[src/rtl/systolic_array_ctrl.sv]
// -----------------------------------------------------------------------------
// systolic_array_ctrl
//   Job controller for a PE_ARRAY_H x PE_ARRAY_W weight-stationary systolic
//   array. A job has four phases:
//     1. It loads PE_ARRAY_H weight rows into the columns.
//     2. It pops the loaded weights into the active registers.
//     3. It feeds i_num_vec activation vectors through a diagonal skew chain.
//     4. It drains the array. o_done marks the last drain cycle.
//
// Optional build macro:
//   STC_CTRL_STALL_CNT_EN  enables the saturating FEED stall counter on
//                          o_stall_cnt. Without it, o_stall_cnt is tied to 0.
//
// Ports:
//   clk, rst       single clock, asynchronous active-low reset
//   i_start        starts a job (only seen in IDLE); i_num_vec is latched then
//   i_num_vec      number of activation vectors in the job (0 skips FEED)
//   o_busy/o_done  job in progress / one-cycle pulse on the final DRAIN cycle
//   i_w_*/o_w_rdy  weight-row stream (one row of PE_ARRAY_W elements per beat)
//   i_a_*/o_a_rdy  activation-vector stream (PE_ARRAY_H elements per beat)
//   o_load_*       per-column weight load strobe, row id and element
//   o_pop_vld      per-column weight pop, one pulse after the last load beat
//   o_left_data    skewed activations into the left edge of each row
//   o_res_vld      per-column result-valid, the accept strobe delayed
//   o_stall_cnt    FEED cycles without an activation handshake
// -----------------------------------------------------------------------------
module systolic_array_ctrl #(
  parameter int PE_ARRAY_W    = 4,
  parameter int PE_ARRAY_H    = 4,
  parameter int IN_DATA_WIDTH = 8,
  parameter int RES_LAT       = PE_ARRAY_H + 1,
  localparam int ID_W         = (PE_ARRAY_H > 1) ? $clog2(PE_ARRAY_H) : 1
) (
  input  logic                                clk,
  input  logic                                rst,
  input  logic                                i_start,
  input  logic [15:0]                         i_num_vec,
  output logic                                o_busy,
  output logic                                o_done,
  input  logic                                i_w_vld,
  output logic                                o_w_rdy,
  input  logic [PE_ARRAY_W*IN_DATA_WIDTH-1:0] i_w_data,
  input  logic                                i_a_vld,
  output logic                                o_a_rdy,
  input  logic [PE_ARRAY_H*IN_DATA_WIDTH-1:0] i_a_data,
  output logic [PE_ARRAY_W-1:0]               o_load_vld,
  output logic [PE_ARRAY_W*ID_W-1:0]          o_load_id,
  output logic [PE_ARRAY_W*IN_DATA_WIDTH-1:0] o_load_data,
  output logic [PE_ARRAY_W-1:0]               o_pop_vld,
  output logic [PE_ARRAY_H*IN_DATA_WIDTH-1:0] o_left_data,
  output logic [PE_ARRAY_W-1:0]               o_res_vld,
  output logic [31:0]                         o_stall_cnt
);

  localparam int DL_LEN                  = RES_LAT + PE_ARRAY_W;
  localparam logic [15:0] DRAIN_LAST     = 16'(PE_ARRAY_W + PE_ARRAY_H + RES_LAT - 1);
  localparam logic [ID_W-1:0] ROW_LAST   = ID_W'(PE_ARRAY_H - 1);

  typedef enum logic [1:0] {
    S_IDLE,
    S_LOAD,
    S_FEED,
    S_DRAIN
  } state_t;

  state_t                          state_q, state_d;
  logic [15:0]                     num_vec_q, num_vec_d;
  logic [ID_W-1:0]                 row_q, row_d;
  logic [15:0]                     vec_q, vec_d;
  logic [15:0]                     drain_q, drain_d;
  logic                            pop_q, pop_d;
  logic                            load_vld_q, load_vld_d;
  logic [ID_W-1:0]                 load_id_q, load_id_d;
  logic [PE_ARRAY_W*IN_DATA_WIDTH-1:0] load_data_q, load_data_d;
  logic [DL_LEN-1:0]               dl_q;

  logic                            w_acc;
  logic                            a_acc;
  logic [PE_ARRAY_H*IN_DATA_WIDTH-1:0] a_inj;

  assign w_acc = (state_q == S_LOAD) && i_w_vld;
  assign a_acc = (state_q == S_FEED) && i_a_vld;
  // A cycle without a handshake pushes zeros into the skew chain.
  assign a_inj = a_acc ? i_a_data : '0;

  always_comb begin
    state_d     = state_q;
    num_vec_d   = num_vec_q;
    row_d       = row_q;
    vec_d       = vec_q;
    drain_d     = drain_q;
    pop_d       = 1'b0;
    load_vld_d  = w_acc;
    load_id_d   = row_q;
    load_data_d = w_acc ? i_w_data : load_data_q;

    unique case (state_q)
      S_IDLE: begin
        if (i_start) begin
          num_vec_d = i_num_vec;
          row_d     = '0;
          vec_d     = '0;
          drain_d   = '0;
          state_d   = S_LOAD;
        end
      end
      S_LOAD: begin
        if (w_acc) begin
          if (row_q == ROW_LAST) begin
            pop_d   = 1'b1;
            state_d = (num_vec_q == 16'd0) ? S_DRAIN : S_FEED;
          end else begin
            row_d = row_q + 1'b1;
          end
        end
      end
      S_FEED: begin
        // Compare against num_vec-1 so 65535 completes without the count wrapping.
        if (a_acc) begin
          if (vec_q == num_vec_q - 16'd1) state_d = S_DRAIN;
          else                            vec_d   = vec_q + 16'd1;
        end
      end
      S_DRAIN: begin
        if (drain_q == DRAIN_LAST) state_d = S_IDLE;
        else                       drain_d = drain_q + 16'd1;
      end
      default: state_d = S_IDLE;
    endcase
  end

  always_ff @(posedge clk or negedge rst) begin
    if (!rst) begin
      state_q     <= S_IDLE;
      num_vec_q   <= '0;
      row_q       <= '0;
      vec_q       <= '0;
      drain_q     <= '0;
      pop_q       <= 1'b0;
      load_vld_q  <= 1'b0;
      load_id_q   <= '0;
      load_data_q <= '0;
      dl_q        <= '0;
    end else begin
      state_q     <= state_d;
      num_vec_q   <= num_vec_d;
      row_q       <= row_d;
      vec_q       <= vec_d;
      drain_q     <= drain_d;
      pop_q       <= pop_d;
      load_vld_q  <= load_vld_d;
      load_id_q   <= load_id_d;
      load_data_q <= load_data_d;
      dl_q        <= {dl_q[DL_LEN-2:0], a_acc};
    end
  end

  // Skew chain: row h has h+1 stages. The newest element enters at the bottom
  // slice, and the top slice drives the array edge.
  for (genvar h = 0; h < PE_ARRAY_H; h++) begin : g_skew
    logic [(h+1)*IN_DATA_WIDTH-1:0] sk_q;
    if (h == 0) begin : g_first
      always_ff @(posedge clk or negedge rst) begin
        if (!rst) sk_q <= '0;
        else      sk_q <= a_inj[IN_DATA_WIDTH-1:0];
      end
    end else begin : g_rest
      always_ff @(posedge clk or negedge rst) begin
        if (!rst) sk_q <= '0;
        else      sk_q <= {sk_q[h*IN_DATA_WIDTH-1:0], a_inj[h*IN_DATA_WIDTH +: IN_DATA_WIDTH]};
      end
    end
    assign o_left_data[h*IN_DATA_WIDTH +: IN_DATA_WIDTH] = sk_q[h*IN_DATA_WIDTH +: IN_DATA_WIDTH];
  end

`ifdef STC_CTRL_STALL_CNT_EN
  logic [31:0] stall_q, stall_d;

  always_comb begin
    stall_d = stall_q;
    if ((state_q == S_IDLE) && i_start)
      stall_d = '0;
    else if ((state_q == S_FEED) && !a_acc && (stall_q != '1))
      stall_d = stall_q + 32'd1;
  end

  always_ff @(posedge clk or negedge rst) begin
    if (!rst) stall_q <= '0;
    else      stall_q <= stall_d;
  end

  assign o_stall_cnt = stall_q;
`else
  assign o_stall_cnt = '0;
`endif

  assign o_busy      = (state_q != S_IDLE);
  assign o_done      = (state_q == S_DRAIN) && (drain_q == DRAIN_LAST);
  assign o_w_rdy     = (state_q == S_LOAD);
  assign o_a_rdy     = (state_q == S_FEED);
  assign o_load_vld  = {PE_ARRAY_W{load_vld_q}};
  assign o_load_id   = {PE_ARRAY_W{load_id_q}};
  assign o_load_data = load_data_q;
  assign o_pop_vld   = {PE_ARRAY_W{pop_q}};
  // Column j sees the accept strobe 1+RES_LAT+j cycles later.
  // dl_q[k] holds the strobe from k+1 cycles back.
  assign o_res_vld   = dl_q[RES_LAT +: PE_ARRAY_W];

endmodule

[config.mk]
export PLATFORM = sky130hd
export DESIGN_NAME = systolic_array_ctrl
export DESIGN_NICKNAME = d
export VERILOG_FILES = /design/src/rtl/systolic_array_ctrl.sv
export SDC_FILE = /design/constraint.sdc
export NUM_CORES = 1
export LEC_CHECK = 0
export ABC_CLOCK_PERIOD_IN_PS = 2800
export BUFFER_PORTS_ARGS = -buffer_cell sky130_fd_sc_hd__buf_2
export CORE_MARGIN = 2
export CORE_UTILIZATION = 48
export DETAILED_ROUTE_END_ITERATION = 16
export MAX_ROUTING_LAYER = met4
export PLACE_DENSITY = 0.87
export SLEW_MARGIN = 20
export SYNTH_ARGS = -nofsm -noshare
export SYNTH_HDL_FRONTEND = slang
export SYNTH_SLANG_ARGS = --single-unit
export TNS_END_PERCENT = 1
[constraint.sdc]
create_clock -name clk -period 2.8 [get_ports clk]
set_clock_uncertainty 0.2 [all_clocks]
set_input_delay 0.28 -clock clk [delete_from_list [all_inputs] [get_ports clk]]
set_output_delay 0.28 -clock clk [all_outputs]
set_load 0.02 [all_outputs]
==> impl_metrics.env <==
export IMPL_status="finished with violations"
export IMPL_violations="setup timing"
export IMPL_synth_fa_ha_area_frac=0.01470
export IMPL_route_antenna_remaining_nets=0
export IMPL_finalCritPeriodShare=1.018
export IMPL_finalHoldViolations=0
export IMPL_multiInputGateArea_um2=2700
export IMPL_crit_slowest_cell="dfrtp_1"
export IMPL_maxCapViolations=0
export IMPL_clk_pin_slew_ns=0.07
export IMPL_grt_setup_unrepaired="yes"
export IMPL_cp_max_fo=6
export IMPL_place_congestion=0.8599
export IMPL_power_density_nw_per_um2=922.3
export IMPL_crit_path_end_kind="flop"
export IMPL_synth_area_mux_share=0.08444
export IMPL_register_area_um2=4431
export IMPL_cp_cell_sequence="inv_2 > ha_4 > and2b_2 > nand4_1 > or3_4 > a22oi_2 > and4_4 > buf_4 > a21oi_2 > buf_4 > o311a_1 > o21ai_0"
export IMPL_core_um2=15710
export IMPL_synth_simple_area_share=0.1310
export IMPL_cts_tree="yes"
export IMPL_start_util=0.4876
export IMPL_r2r_start="num_vec_q[0]"
export IMPL_ys_seq_area_frac=0.5781
export IMPL_hold_start="i_a_vld"
export IMPL_synth_area_per_cell_um2=11.93
export IMPL_period_needed_ns=2.851
export IMPL_grt_pass1_wl_mm=27.05
export IMPL_die_width_um=130.3
export IMPL_clkLatencyLatePin_ns=0.42
export IMPL_syn_cell_area_um2=7661
export IMPL_areaGrowthSynthToFinish_pct=30.87
export IMPL_vias_per_cell=4.990
export IMPL_pin_count=205
export IMPL_cts_sinks=177
export IMPL_totalWireLength_mm=17.17
export IMPL_diodes=0
export IMPL_critical_path_max_stage_delay_ns=0.43
export IMPL_numPortBuffers=172
export IMPL_r2r_slack_ns=-0.05
export IMPL_place_ws_ns=-0.1058
export IMPL_synthCells=642
export IMPL_drcViolationCount=0
export IMPL_setup_slack_ns=-0.05090
export IMPL_fill_cells=1132
export IMPL_startpoint_type="flop"
export IMPL_synth_warnings=0
export IMPL_vias=5564
export IMPL_finalSetupViolCount=8
export IMPL_clockBufferDepth=2
export IMPL_synth_edf_count=0
export IMPL_grt_max_degree=69
export IMPL_synth_async_reset_ratio=1.000
export IMPL_dieArea_um2=16990
export IMPL_dpl_cell_area_um2=8518
export IMPL_final_cell_area_um2=10030
export IMPL_slew_viol_final=0
export IMPL_drive_gt1_frac=0.3515
export IMPL_startpoint="num_vec_q[0]"
export IMPL_synth_top_family_by_area="simple AND/OR/NAND/NOR gates"
export IMPL_fp_row_count=46
export IMPL_yosysUniqueCellTypes=63
export IMPL_synth_seq_cells=177
export IMPL_htreeDepth=4
export IMPL_drtPass1Iterations=5
export IMPL_ys_flop_type="dfrtp_1"
export IMPL_hold_path_class="in -> reg"
export IMPL_drt_iter0_drc=263
export IMPL_synth_compound_area_share=0.06304
export IMPL_synth_xor_area_frac=0.03201
export IMPL_cts_root_buf="clkbuf_16"
export IMPL_crit_top_cell="buf_4"
export IMPL_relSlewSlack=0.5570
export IMPL_cp_data_arrival_time_ns=2.98
export IMPL_utilization=0.6381
export IMPL_cts_buffers=17
export IMPL_die_h_um=130.3
export IMPL_antenna_found_initial=0
export IMPL_grt_overflow_total=0
export IMPL_grt_usage=0.2124
export IMPL_peakVddDrop_mv=0.5348
export IMPL_clock_fmax_ghz=0.3508
export IMPL_grt_pass1_vias=5593
export IMPL_dpl_hpwl_mm=10.83
export IMPL_required_ns=2.93
export IMPL_nNetsFinal=980
export IMPL_path_class="reg -> reg"
export IMPL_leakage_nw=5.133
export IMPL_worstMarginPinSlew_ns=0.6621
export IMPL_wl_per_cell_um=15.40
-- layer usage --
layer	share of wire	up-vias	track usage
met5	0	-	-
met4	0.024	0	0.08135
met3	0.043	33	0.04264
met2	0.54	181	0.3714
met1	0.40	2749	0.2412
li1	-	2601	-
-- layout by cell type, fill, tap and decap left out, types with 3 or more instances in the layout --
cell type / netlist / layout
conb_1: 1 / 32
clkbuf_16: 0 / 17
a21oi_1: 14 / 12
xor2_1: 15 / 15
inv_6: 0 / 5
nor2b_1: 4 / 4
nor3_1: 5 / 5
clkinvlp_4: 0 / 4
and3_1: 42 / 42
nand2_1: 37 / 37
mux2i_1: 8 / 8
a31o_2: 3 / 3
buf_4: 75 / 31
nor2_1: 34 / 34
mux2_2: 49 / 49
o311ai_1: 0 / 3
buf_2: 1 / 171
or3_1: 11 / 10
o21ai_0: 20 / 18
nand3_1: 14 / 14
buf_6: 2 / 3
o2111ai_1: 3 / 3
dfrtp_1: 177 / 176
dlygate4sd3_1: 0 / 84
and2_1: 3 / 3
a21oi_2: 1 / 3
inv_1: 20 / 18
nand4_1: 10 / 10
xnor2_1: 13 / 13
ha_1: 9 / 8
nand2b_1: 4 / 4
a211oi_1: 3 / 3
-- Yosys cell counts (4+ instances only) --
master | count | area (µm²)
mux2_2 | 49 | 551.8
dfrtp_1 | 177 | 4429
inv_1 | 20 | 75.07
o21ai_0 | 20 | 100.1
nor2_1 | 34 | 127.6
buf_4 | 75 | 563.0
nor2b_1 | 4 | 25.02
ha_1 | 9 | 112.6
nand2b_1 | 4 | 25.02
clkbuf_1 | 18 | 67.56
xnor2_1 | 13 | 113.9
nand4_1 | 10 | 62.56
nand3_1 | 14 | 70.07
mux2i_1 | 8 | 80.08
and3_1 | 42 | 262.8
a21oi_1 | 14 | 70.07
nand2_1 | 37 | 138.9
or3_1 | 11 | 68.82
nor3_1 | 5 | 25.02
xor2_1 | 15 | 131.4
-- cell type report --
cell class | count | share of cell area
clock buffer | 20 | 0.04455
clock inverter | 12 | 0.01198
inverter | 20 | 0.007488
multi-input combinational | 380 | 0.2693
sequential | 177 | 0.4419
tap | 216 | 0.02696
timing repair buffer | 290 | 0.1978
-- repair_timing --
| item | CTS | global route |
|---|---|---|
| hold endpoints to repair | 144 | 0 |
| gates cloned | 0 | 2 |
| hold buffers | 84 | 0 |
| pin swaps | 1 | 10 |
| endpoints found under the setup margin | 10 | 19 |
| gates resized for setup | 8 | 14 |
| buffers inserted | 0 | 1 |
-- metrics by stage --
step                total power [mW]   TNS, ns  hold slack, ns  cells
floorplan                      5.855         0         -0.2156    673
global placement               6.610  -0.02213          0.1234    996
detailed placement             6.746   -0.3428          0.1347    996
CTS                            9.166  -0.04713        0.001743   1112
global route                   9.753    -1.582        0.003996   1115
finish                         9.246   -0.2687         0.01710   1115
-- where the power goes --
| part | switching, mW | internal [mW] |
|---|---|---|
| Sequential | 0.409 | 3.20 |
| Clock | 1.00 | 1.27 |
| Combinational | 1.92 | 1.45 |
| Total | 3.33 | 5.92 |
-- state kept, by name (all words and copies together), names as in the netlist --
name,flops
o_load_data,32
load_id_q,2
state_q,2
pop_q,1
dl_q,9
load_id_d,2
drain_q,16
num_vec_q,16
load_vld_q,1
vec_q,16
g_skew.sk_q,80
-- critical path: cells and delay by family, from the launching register on --
kind	cells	cell delay [ns]
adder cells (fa/ha/maj)	1	0.13
flip-flops	1	0.43
buffers and inverters	3	0.37
AO/OA/AOI/OAI	4	0.63
AND/OR/NAND/NOR	4	1.00
-- final timing paths --
check | cells past startpoint | end
setup / recovery | 12 | vec_q[1]
hold / removal | 2 | g_skew[0].sk_q[4]
setup reg to reg | 12 | vec_q[1]
hold reg to reg | 0 | dl_q[2]
max in group asynchronous | 3 | load_id_d[1]
min in group asynchronous | 2 | num_vec_q[0]
-- cell families (layout without fill, tap and decap cells) --
family	Yosys count	after routing
AND/OR/NAND/NOR	182	182
multiplexers	58	58
XOR/XNOR	28	28
AO/OA/AOI/OAI	70	71
buffers and inverters	117	342
flip-flops	177	177
adder cells (fa/ha/maj)	9	9
other	1	32
(Power assumes the default switching activity.)
